<file path="config.mk">
export PLATFORM = sky130hd
export DESIGN_NAME = timer_setter_flat
export DESIGN_NICKNAME = d
export VERILOG_FILES = /design/src/rtl/timer_setter_if.sv /design/src/rtl/timer_setter.sv /design/src/flat_wrapper.sv
export SDC_FILE = /design/constraint.sdc
export NUM_CORES = 1
export LEC_CHECK = 0
export ABC_AREA = 1
export CORE_ASPECT_RATIO = 1.4
export CORE_MARGIN = 2
export CORE_UTILIZATION = 50
export DETAILED_ROUTE_END_ITERATION = 12
export DONT_BUFFER_PORTS = 1
export PLACE_DENSITY_LB_ADDON = 0.08
export SLEW_MARGIN = 20
export SYNTH_ARGS = -nofsm -noshare
export SYNTH_HDL_FRONTEND = slang
export SYNTH_SLANG_ARGS = --single-unit
</file>
<file path="constraint.sdc">
create_clock -name clk -period 2.95 [get_ports clk]
set_input_delay 0.885 -clock clk [delete_from_list [all_inputs] [get_ports clk]]
set_output_delay 0.885 -clock clk [all_outputs]
set_load 0.02 [all_outputs]
</file>
<file path="src/rtl/timer_setter_if.sv">
// timer_setter_if: bundles the debounced button levels, the counter's zero flag and
// the setter's outputs toward the countdown counter and the 7-segment mux.
// master: the setter side. slave: the environment (buttons, counter, display).
interface timer_setter_if;
  logic       btn_mode;
  logic       btn_up;
  logic       btn_down;
  logic       btn_start;
  logic       count_zero;
  logic [5:0] min_ini;
  logic [5:0] hour_ini;
  logic       rst_state;
  logic       en;
  logic       setting;
  logic       field_sel;
  logic [3:0] set_min0;
  logic [3:0] set_min1;
  logic [3:0] set_hour0;
  logic [3:0] set_hour1;

  modport master (
    input  btn_mode, btn_up, btn_down, btn_start, count_zero,
    output min_ini, hour_ini, rst_state, en, setting, field_sel,
    output set_min0, set_min1, set_hour0, set_hour1
  );

  modport slave (
    output btn_mode, btn_up, btn_down, btn_start, count_zero,
    input  min_ini, hour_ini, rst_state, en, setting, field_sel,
    input  set_min0, set_min1, set_hour0, set_hour1
  );
endinterface

</file>
<file path="src/rtl/timer_setter.sv">
// timer_setter: button-driven front end for the HH:MM:SS countdown timer.
// Edits the hour/minute setting, issues a one-cycle load strobe, and controls
// run/pause/done. Optional auto-repeat on held up/down: TIMER_SETTER_AUTOREPEAT_EN.
module timer_setter #(
  parameter int unsigned HOLD_CYCLES   = 50,
  parameter int unsigned REPEAT_CYCLES = 10
) (
  input logic             clk,
  input logic             rst_n,
  timer_setter_if.master  io_bus
);

  // Zero-length hold/repeat intervals make no sense; catch them at elaboration.
  if (HOLD_CYCLES < 1 || REPEAT_CYCLES < 1) begin : g_bad_cfg
    $error("timer_setter: HOLD_CYCLES and REPEAT_CYCLES must be >= 1");
  end

  typedef enum logic [2:0] {StSetMin, StSetHour, StRun, StPause, StDone} state_e;

  state_e     r_state, w_state_d;
  logic [5:0] r_min, w_min_d;
  logic [5:0] r_hour, w_hour_d;
  logic       r_rst_state, w_rst_state_d;
  logic       r_mode_prev, r_up_prev, r_down_prev, r_start_prev;

  logic w_mode_p, w_up_p, w_down_p, w_start_p;
  logic w_in_set, w_nonzero;
  logic w_rpt_up, w_rpt_dn;
  logic w_step_up, w_step_dn;

  assign w_mode_p  = io_bus.btn_mode  & ~r_mode_prev;
  assign w_up_p    = io_bus.btn_up    & ~r_up_prev;
  assign w_down_p  = io_bus.btn_down  & ~r_down_prev;
  assign w_start_p = io_bus.btn_start & ~r_start_prev;

  assign w_in_set  = (r_state == StSetMin) || (r_state == StSetHour);
  assign w_nonzero = (r_min != 6'd0) || (r_hour != 6'd0);

  // Simultaneous up+down presses cancel each other.
  assign w_step_up = (w_up_p & ~w_down_p) | w_rpt_up;
  assign w_step_dn = (w_down_p & ~w_up_p) | w_rpt_dn;

  // Button history; reset high so a button held through reset is not a press.
  always_ff @(posedge clk or negedge rst_n) begin
    if (!rst_n) begin
      r_mode_prev  <= 1'b1;
      r_up_prev    <= 1'b1;
      r_down_prev  <= 1'b1;
      r_start_prev <= 1'b1;
    end else begin
      r_mode_prev  <= io_bus.btn_mode;
      r_up_prev    <= io_bus.btn_up;
      r_down_prev  <= io_bus.btn_down;
      r_start_prev <= io_bus.btn_start;
    end
  end

`ifdef TIMER_SETTER_AUTOREPEAT_EN
  localparam int unsigned HoldW = $clog2(HOLD_CYCLES + 1);
  localparam int unsigned RepW  = $clog2(REPEAT_CYCLES + 1);

  logic             r_hold_act, w_hold_act_d;
  logic             r_hold_dn, w_hold_dn_d;
  logic             r_hold_rep, w_hold_rep_d;
  logic [HoldW-1:0] r_hold_cnt, w_hold_cnt_d;
  logic [RepW-1:0]  r_rep_cnt, w_rep_cnt_d;
  logic             w_held;

  // The tracked button is still the only one of up/down that is high.
  assign w_held = r_hold_dn ? (io_bus.btn_down & ~io_bus.btn_up)
                            : (io_bus.btn_up & ~io_bus.btn_down);

  // Hold tracking: press cycle counts as held cycle 1; first repeat at HOLD_CYCLES.
  always_comb begin
    w_hold_act_d = r_hold_act;
    w_hold_dn_d  = r_hold_dn;
    w_hold_rep_d = r_hold_rep;
    w_hold_cnt_d = r_hold_cnt;
    w_rep_cnt_d  = r_rep_cnt;
    w_rpt_up     = 1'b0;
    w_rpt_dn     = 1'b0;
    if (!w_in_set || w_start_p || w_mode_p) begin
      w_hold_act_d = 1'b0;
    end else if (w_up_p ^ w_down_p) begin
      w_hold_act_d = 1'b1;
      w_hold_dn_d  = w_down_p;
      w_hold_rep_d = 1'b0;
      w_hold_cnt_d = HoldW'(1);
      w_rep_cnt_d  = '0;
    end else if (w_up_p & w_down_p) begin
      w_hold_act_d = 1'b0;
    end else if (r_hold_act && w_held) begin
      if (!r_hold_rep) begin
        if (32'(r_hold_cnt) + 32'd1 >= HOLD_CYCLES) begin
          w_rpt_up     = ~r_hold_dn;
          w_rpt_dn     = r_hold_dn;
          w_hold_rep_d = 1'b1;
          w_rep_cnt_d  = '0;
        end else begin
          w_hold_cnt_d = r_hold_cnt + HoldW'(1);
        end
      end else begin
        if (32'(r_rep_cnt) + 32'd1 >= REPEAT_CYCLES) begin
          w_rpt_up    = ~r_hold_dn;
          w_rpt_dn    = r_hold_dn;
          w_rep_cnt_d = '0;
        end else begin
          w_rep_cnt_d = r_rep_cnt + RepW'(1);
        end
      end
    end else begin
      w_hold_act_d = 1'b0;
    end
  end

  // Hold/repeat counter registers.
  always_ff @(posedge clk or negedge rst_n) begin
    if (!rst_n) begin
      r_hold_act <= 1'b0;
      r_hold_dn  <= 1'b0;
      r_hold_rep <= 1'b0;
      r_hold_cnt <= '0;
      r_rep_cnt  <= '0;
    end else begin
      r_hold_act <= w_hold_act_d;
      r_hold_dn  <= w_hold_dn_d;
      r_hold_rep <= w_hold_rep_d;
      r_hold_cnt <= w_hold_cnt_d;
      r_rep_cnt  <= w_rep_cnt_d;
    end
  end
`else
  assign w_rpt_up = 1'b0;
  assign w_rpt_dn = 1'b0;
`endif

  // Field edit: only in SET states, and only when start/mode do not claim the cycle.
  always_comb begin
    w_min_d  = r_min;
    w_hour_d = r_hour;
    if (w_in_set && !w_start_p && !w_mode_p) begin
      if (r_state == StSetMin) begin
        if (w_step_up)      w_min_d = (r_min == 6'd59) ? 6'd0 : r_min + 6'd1;
        else if (w_step_dn) w_min_d = (r_min == 6'd0) ? 6'd59 : r_min - 6'd1;
      end else begin
        if (w_step_up)      w_hour_d = (r_hour == 6'd23) ? 6'd0 : r_hour + 6'd1;
        else if (w_step_dn) w_hour_d = (r_hour == 6'd0) ? 6'd23 : r_hour - 6'd1;
      end
    end
  end

  // Next state and load strobe; start beats mode, which beats up/down.
  always_comb begin
    w_state_d     = r_state;
    w_rst_state_d = 1'b0;
    case (r_state)
      StSetMin, StSetHour: begin
        if (w_start_p) begin
          if (w_nonzero) begin
            w_state_d     = StRun;
            w_rst_state_d = 1'b1;
          end
        end else if (w_mode_p) begin
          w_state_d = (r_state == StSetMin) ? StSetHour : StSetMin;
        end
      end
      StRun: begin
        // The counter still reads zero during the load cycle, so ignore it then.
        if (io_bus.count_zero && !r_rst_state) begin
          w_state_d = w_mode_p ? StSetMin : StDone;
        end else if (w_start_p) begin
          w_state_d = StPause;
        end else if (w_mode_p) begin
          w_state_d = StSetMin;
        end
      end
      StPause: begin
        if (w_start_p)     w_state_d = StRun;
        else if (w_mode_p) w_state_d = StSetMin;
      end
      StDone: begin
        if (w_start_p) begin
          if (w_nonzero) begin
            w_state_d     = StRun;
            w_rst_state_d = 1'b1;
          end
        end else if (w_mode_p) begin
          w_state_d = StSetMin;
        end
      end
      default: w_state_d = StSetMin;
    endcase
  end

  // State, setting values and load strobe registers.
  always_ff @(posedge clk or negedge rst_n) begin
    if (!rst_n) begin
      r_state     <= StSetMin;
      r_min       <= 6'd0;
      r_hour      <= 6'd0;
      r_rst_state <= 1'b0;
    end else begin
      r_state     <= w_state_d;
      r_min       <= w_min_d;
      r_hour      <= w_hour_d;
      r_rst_state <= w_rst_state_d;
    end
  end

  function automatic logic [3:0] bcd_tens(input logic [5:0] v);
    logic [5:0] t;
    t = v / 6'd10;
    return t[3:0];
  endfunction

  function automatic logic [3:0] bcd_ones(input logic [5:0] v);
    logic [5:0] t;
    t = v % 6'd10;
    return t[3:0];
  endfunction

  // The load cycle still looks like editing; run control starts the cycle after.
  assign io_bus.min_ini   = r_min;
  assign io_bus.hour_ini  = r_hour;
  assign io_bus.rst_state = r_rst_state;
  assign io_bus.en        = (r_state == StRun) && !r_rst_state;
  assign io_bus.setting   = w_in_set || r_rst_state;
  assign io_bus.field_sel = (r_state == StSetHour);
  assign io_bus.set_min0  = bcd_ones(r_min);
  assign io_bus.set_min1  = bcd_tens(r_min);
  assign io_bus.set_hour0 = bcd_ones(r_hour);
  assign io_bus.set_hour1 = bcd_tens(r_hour);

endmodule

</file>
<file path="src/flat_wrapper.sv">
// flat-port wrapper written by rule: the top's interface ports become plain ports
module timer_setter_flat 
#(
  parameter int unsigned HOLD_CYCLES   = 50,
  parameter int unsigned REPEAT_CYCLES = 10
)
  (clk, rst_n, io_bus_btn_mode, io_bus_btn_up, io_bus_btn_down, io_bus_btn_start, io_bus_count_zero, io_bus_min_ini, io_bus_hour_ini, io_bus_rst_state, io_bus_en, io_bus_setting, io_bus_field_sel, io_bus_set_min0, io_bus_set_min1, io_bus_set_hour0, io_bus_set_hour1);
  timer_setter_if io_bus_i ();
  input logic clk;
  input logic rst_n;
  input wire logic [$bits(io_bus_i.btn_mode)-1:0] io_bus_btn_mode;
  input wire logic [$bits(io_bus_i.btn_up)-1:0] io_bus_btn_up;
  input wire logic [$bits(io_bus_i.btn_down)-1:0] io_bus_btn_down;
  input wire logic [$bits(io_bus_i.btn_start)-1:0] io_bus_btn_start;
  input wire logic [$bits(io_bus_i.count_zero)-1:0] io_bus_count_zero;
  output wire logic [$bits(io_bus_i.min_ini)-1:0] io_bus_min_ini;
  output wire logic [$bits(io_bus_i.hour_ini)-1:0] io_bus_hour_ini;
  output wire logic [$bits(io_bus_i.rst_state)-1:0] io_bus_rst_state;
  output wire logic [$bits(io_bus_i.en)-1:0] io_bus_en;
  output wire logic [$bits(io_bus_i.setting)-1:0] io_bus_setting;
  output wire logic [$bits(io_bus_i.field_sel)-1:0] io_bus_field_sel;
  output wire logic [$bits(io_bus_i.set_min0)-1:0] io_bus_set_min0;
  output wire logic [$bits(io_bus_i.set_min1)-1:0] io_bus_set_min1;
  output wire logic [$bits(io_bus_i.set_hour0)-1:0] io_bus_set_hour0;
  output wire logic [$bits(io_bus_i.set_hour1)-1:0] io_bus_set_hour1;
  assign io_bus_i.btn_mode = io_bus_btn_mode;
  assign io_bus_i.btn_up = io_bus_btn_up;
  assign io_bus_i.btn_down = io_bus_btn_down;
  assign io_bus_i.btn_start = io_bus_btn_start;
  assign io_bus_i.count_zero = io_bus_count_zero;
  assign io_bus_min_ini = io_bus_i.min_ini;
  assign io_bus_hour_ini = io_bus_i.hour_ini;
  assign io_bus_rst_state = io_bus_i.rst_state;
  assign io_bus_en = io_bus_i.en;
  assign io_bus_setting = io_bus_i.setting;
  assign io_bus_field_sel = io_bus_i.field_sel;
  assign io_bus_set_min0 = io_bus_i.set_min0;
  assign io_bus_set_min1 = io_bus_i.set_min1;
  assign io_bus_set_hour0 = io_bus_i.set_hour0;
  assign io_bus_set_hour1 = io_bus_i.set_hour1;
  timer_setter #(.HOLD_CYCLES(HOLD_CYCLES), .REPEAT_CYCLES(REPEAT_CYCLES)) u_core (.clk(clk), .rst_n(rst_n), .io_bus(io_bus_i));
endmodule
</file>
==> metrics.txt, run 1 <==
final wirelength 4350 um; final hold vios 0; Final setup viols 0; Final Wtd Congestion 0.911; Post-synth EDFFs 0; largest area contributor in the netlist dfrtp_1; Routed Antenna Nets 0; Design Power 2.60 mW; Reg2Reg Depth 7; via/cell ratio 5.27; peak supply drop 1.12 mV; 1st-iter DRT viols 77; fraction of registers with async set/reset 100%; clock sink total 20; Clock Latency Late Sink 0.26 ns; vias after detailed routing 1825; Die X 57.0 um; Syn Area/Cell 6.67 sq um; IO buf count 0; TritonRoute pass-1 iters 4; reg2reg start u_core.io_bus.hour_ini[1]; Die Ht 78.2 um; CTS Hold Bufs 0; Period minus WS final 2.77 ns; post-cts resize count 0; Fin Setup TNS 0 ns; post-synth top area share 20.3%; wire per inst 12.6 um; post-synth cell types 36; CP Capture Point io_bus_set_hour0[3]; antenna cells 0; Max Clock Skew 0.00444 ns; ratio of cells with drive above 1 in the final layout 16.8%; sequential area share after synthesis 25.7%; Synth Register Bits 20; warnings from Yosys 0; P_leak 1.13 nW; Top FF cell, synth dfrtp_1; CP max FO 6; CORE AREA 0.00385 sq mm; CTS clk-pin slew, worst paths 0.08 ns; Worst Setup Path Type reg -> out; synthesized instance count 295; vias in the first global route 1785; Max-Cap Viols 0; Root Driver clkbuf_8; Final Slew Violations 0; final period utilization 93.9%; Setup crit end kind output port; Rows 27; initial antenna violation count 0; Startpoint Class register; largest net degree at the start of global routing 21; hold crit path type in -> async; power per standard cell area 1210 mW/mm^2; Critical Path RT 2.07 ns; TritonCTS clock tree yes; CTS Buf Count 3; Max clock buf depth 2; top post-synthesis cells by area dfrtp_1 (20%), nand2_1 (13%), nand3_1 (7.6%); initial core utilization 51.1%; Synth Cell Area 0.00197 sq mm; Layout area overhead 8.65%; GRT Util Overall 20.7%; I/O pin total 39; status complete, no violations; drt drc 0; reg-to-reg critical path endpoint u_core.r_state[1]; Setup Buffers After CTS 0; internal reg-to-reg setup slack 1.18 ns; most common cell in the netlist nand2_1; Die ar. 0.00446 sq mm; grt ovf 0; Final #Nets 322; Synth top cells by count nand2_1 (70), inv_1 (34), nand3_1 (30); Max Freq 0.361 GHz; H-Tree Depth 1; launch point of the worst path u_core.io_bus.hour_ini[4]; hpwl dp 3490 um; wire length of the first global-routing pass 7580 um; Critical Path AT 1.89 ns
-- power breakdown --
| part | total (mW) | internal (mW) | switching, mW |
|---|---|---|---|
| sequential | 0.516 | 0.359 | 0.157 |
| combinational | 1.80 | 0.578 | 1.23 |
| clock | 0.275 | 0.181 | 0.0941 |
| total | 2.60 | 1.12 | 1.48 |
-- cell families (layout without fill, tap and decap cells) --
| family | Yosys count | after routing | share of synthesized area [%] |
|---|---|---|---|
| flip-flops | 20 | 20 | 25.7 |
| AO/OA/AOI/OAI | 48 | 48 | 15.2 |
| adder cells (fa/ha/maj) | 11 | 11 | 6.99 |
| AND/OR/NAND/NOR | 147 | 147 | 33.6 |
| XOR/XNOR | 14 | 14 | 6.23 |
| buffers and inverters | 54 | 61 | 12.1 |
| other | 1 | 2 | 0.191 |
-- layout make-up --
cell class,instances,area [sq um]
fillers,406,1710
multi-input cells,222,1240
flip-flops and latches,20,505
inverters,43,161
repair buffers,14,105
well taps,43,53.8
clock buffers,3,41.3
clock inverters,1,30.0
-- worst min-delay path by stage --
stage	endpoint	cells past startpoint	slack, ns
floorplan	u_core.io_bus.rst_state	3	0.53
global placement	u_core.io_bus.hour_ini[5]	0	0.59
detailed placement	u_core.io_bus.hour_ini[5]	0	0.59
CTS	u_core.r_state[2]	0	0.31
global route	u_core.r_state[2]	0	0.30
finish	u_core.io_bus.min_ini[4]	0	0.31
-- flip-flops by register name (all words and copies together) (netlist names) --
name                     count
u_core.io_bus.hour_ini       6
u_core.r_start_prev          1
u_core.io_bus.rst_state      1
u_core.r_up_prev             1
u_core.r_state               3
u_core.io_bus.min_ini        6
u_core.r_down_prev           1
u_core.r_mode_prev           1
-- critical path, cell delays in order (launching register included) --
cell and delay, ns:
dfrtp_1 0.45, nor2_4 0.17, nand2_2 0.11, a21o_1 0.20, nand2_1 0.08, inv_1 0.05, ha_1 0.18, inv_1 0.05
nand3_1 0.06, nand2_1 0.06, nand2_1 0.05, nand2_1 0.16
-- metrics by stage --
step           utilization (%)  instance area, sq um  cells  setup slack (ns)  hold slack [ns]
4_1_cts                   55.2                  2120    346             0.140            0.307
3_3_place_gp              53.3                  2050    342             0.469            0.590
6_report                  55.5                  2140    346             0.179            0.313
2_1_floorplan                -                  1970    296             0.346            0.531
5_1_grt                   55.5                  2140    346        -0.0000961            0.296
3_5_place_dp              53.3                  2050    342             0.431            0.590
-- layer usage --
metal / routed length, um / vias up / global-route usage, %
met5: 0 / - / 0
met1: 1800 / 823 / 22.7
met2: 2320 / 38 / 39.4
met3: 154 / 6 / 2.47
li1: - / 958 / -
met4: 75 / 0 / 7.44
-- layout by cell type, fill, tap and decap left out, types with 2 or more instances in the layout --
cell | netlist | layout
nand2_1 | 70 | 68
inv_1 | 34 | 34
nand3_1 | 30 | 30
nor2_1 | 24 | 24
o21ai_0 | 20 | 20
dfrtp_1 | 16 | 16
buf_4 | 4 | 14
xor2_1 | 13 | 13
a21oi_1 | 12 | 12
ha_1 | 11 | 11
inv_2 | 8 | 8
nand2_2 | 3 | 5
nor2_2 | 5 | 4
nor3_1 | 4 | 4
nand4_1 | 4 | 4
dfstp_2 | 4 | 4
o21ai_2 | 2 | 3
o21ai_1 | 4 | 3
clkbuf_8 | 0 | 3
a21o_1 | 2 | 2
nand3_2 | 2 | 2
nand2_4 | 2 | 2
o211ai_1 | 2 | 2
conb_1 | 1 | 2
(Power assumes the default switching activity.)
==> inputs of run 2 (changes only) <==
==> constraint.sdc (replaced) <==
create_clock -name clk -period 2.95 [get_ports clk]
set_input_delay 0.4425 -clock clk [delete_from_list [all_inputs] [get_ports clk]]
set_output_delay 0.4425 -clock clk [all_outputs]
set_load 0.02 [all_outputs]
==> run 2 against run 1 <==
Net effect:
- utilization is 2.0 points lower
- worst hold slack worse by 0.14 ns
- clock skew is 0.00082 ns lower
- fmax is 3.6% higher
- combinational power is 11% lower
- sequential share of layout area is 0.87 points higher
- register-to-register slack worse by 0.14 ns
- power is 3.8% lower
==> metrics.txt, run 2 (synthesized netlist as in run 1, its figures left out) <==
status complete, no violations (unchanged); peak supply drop 0.963 mV (was 1.12 mV); Clock Latency Late Sink 0.26 ns (about the same); Worst Setup Path Type reg -> out (unchanged); Period minus WS final 2.68 ns (was 2.77 ns); post-cts resize count 0 (unchanged); grt ovf 0 (unchanged); Max Clock Skew 0.00362 ns (was 0.00444 ns); final period utilization 90.7% (was 93.9%); final wirelength 4390 um (was 4350 um); Final Slew Violations 0 (unchanged); Routed Antenna Nets 0 (unchanged); TritonRoute pass-1 iters 4 (unchanged); Final #Nets 313 (was 322); Startpoint Class register (unchanged); Setup crit end kind output port (unchanged); Layout area overhead 4.77% (was 8.65%); initial core utilization 51.1% (unchanged); CTS Buf Count 3 (unchanged); Critical Path AT 2.23 ns (was 1.89 ns); ratio of cells with drive above 1 in the final layout 12.6% (was 16.8%); vias in the first global route 1800 (was 1785); via/cell ratio 5.27 (about the same); final core occ 53.5% (was 55.5%); Rows 27 (unchanged); drt drc 0 (unchanged); setup ws final 0.275 ns (was 0.179 ns); Max-Cap Viols 0 (unchanged); RSZ-0062 raised after global routing no; wire length of the first global-routing pass 7900 um (was 7580 um); TritonCTS clock tree yes (unchanged); vias after detailed routing 1776 (was 1825); Max transition margin 41.6%; Max clock buf depth 2 (unchanged); Max Freq 0.374 GHz (was 0.361 GHz); CTS clk-pin slew, worst paths 0.08 ns (about the same); Root Driver clkbuf_8 (unchanged); 1st-iter DRT viols 97 (was 77); clock sink total 20 (unchanged); Die ar. 0.00446 sq mm (unchanged); final hold vios 0 (unchanged); CP max FO 14 (was 6); GRT Util Overall 21.7% (was 20.7%); power per standard cell area 1210 mW/mm^2 (about the same); CTS Hold Bufs 1 (was 0); largest net degree at the start of global routing 17 (was 21); hold crit path type in -> reg (was in -> async); Final Wtd Congestion 0.914 (was 0.911); Die X 57.0 um (unchanged); pin slew with the least headroom to its limit 0.867 ns; IO buf count 0 (unchanged); wire per inst 13.0 um (was 12.6 um); I/O pin total 39 (unchanged); dpl ws 0.562 ns (was 0.431 ns); Setup Buffers After CTS 0 (unchanged); H-Tree Depth 1 (unchanged); hpwl dp 3380 um (was 3490 um); most frequent cells in the layout nand2_1 (70), inv_1 (34), nand3_1 (30) (was nand2_1 (68), inv_1 (34), nand3_1 (30)); P_leak 1.08 nW (was 1.13 nW); Die Ht 78.2 um (unchanged); Design Power 2.50 mW (was 2.60 mW); CORE AREA 0.00385 sq mm (unchanged); Fin Setup TNS 0 ns (unchanged); initial antenna violation count 0 (unchanged); Final setup viols 0 (unchanged); Critical Path RT 2.51 ns (was 2.07 ns); commonest non-fill, non-tap cell in the layout nand2_1 (unchanged); antenna cells 0 (unchanged)
==> run 2: changes by cell type in the layout (fill, tap and decap cells not counted) <==
cell,delta
buf_4,-11
dlygate4sd3_1,+2
nand2_1,+2
nand2_2,-2
nor2_2,+1
nor2_4,-1
o21ai_1,+1
o21ai_2,-1
==> run 2: final cells by class <==
class | count | area (sq um)
flip-flops and latches | 20 | 505
repair buffers | 5 | 42.5
clock buffers | 3 | 41.3
well taps | 43 | 53.8
fillers | 401 | 1790
multi-input cells | 222 | 1230
inverters | 43 | 161
clock inverters | 1 | 30.0
==> run 2: report_power, final <==
part           switching, mW  internal (mW)  total (mW)
registers              0.258          0.356       0.615
clock network         0.0968          0.181       0.278
logic                   1.10          0.501        1.60
total                   1.46           1.04        2.50
==> run 2: layer usage <==
metal / GRT usage, % / vias up / share of wire, %
met3: 1.65 / 14 / 3.2
met1: 26.1 / 780 / 44
met5: 0 / - / 0
met4: 10.0 / 0 / 3.6
met2: 38.6 / 42 / 50
li1: - / 940 / -
==> run 2: worst max-delay path: stages, from the launching register on <==
cell     delay, ns
dfrtp_1       0.62
nor2_2        0.25
nand2_1       0.16
a21o_1        0.23
nand2_1       0.08
inv_1         0.05
ha_1          0.18
inv_1         0.05
nand3_1       0.07
nand2_1       0.07
nand2_1       0.05
nand2_1       0.17
==> run 2: path summary, 6_finish.rpt <==
kind                                               start                         to  slack [ns]  cells after the start
worst max-delay path            u_core.io_bus.min_ini[3]         io_bus_set_min0[3]        0.27                     11
worst min register to register         u_core.r_state[0]          u_core.r_state[0]        0.63                      2
max in group asynchronous                          rst_n          u_core.r_state[1]        1.79                      1
min in group asynchronous                          rst_n  u_core.io_bus.hour_ini[5]        0.69                      1
worst min-delay path                     io_bus_btn_down         u_core.r_down_prev        0.17                      0
worst max register to register  u_core.io_bus.min_ini[0]          u_core.r_state[1]        1.04                      8
==> run 2: metrics by stage <==
step	std cells	cell area [sq um]	hold WS (ns)
after global routing	337	2060	0.151
after global placement	331	1970	0.148
after detailed placement	331	1970	0.148
after floorplan	296	1970	0.147
final	337	2060	0.170
after CTS	336	2050	0.00496
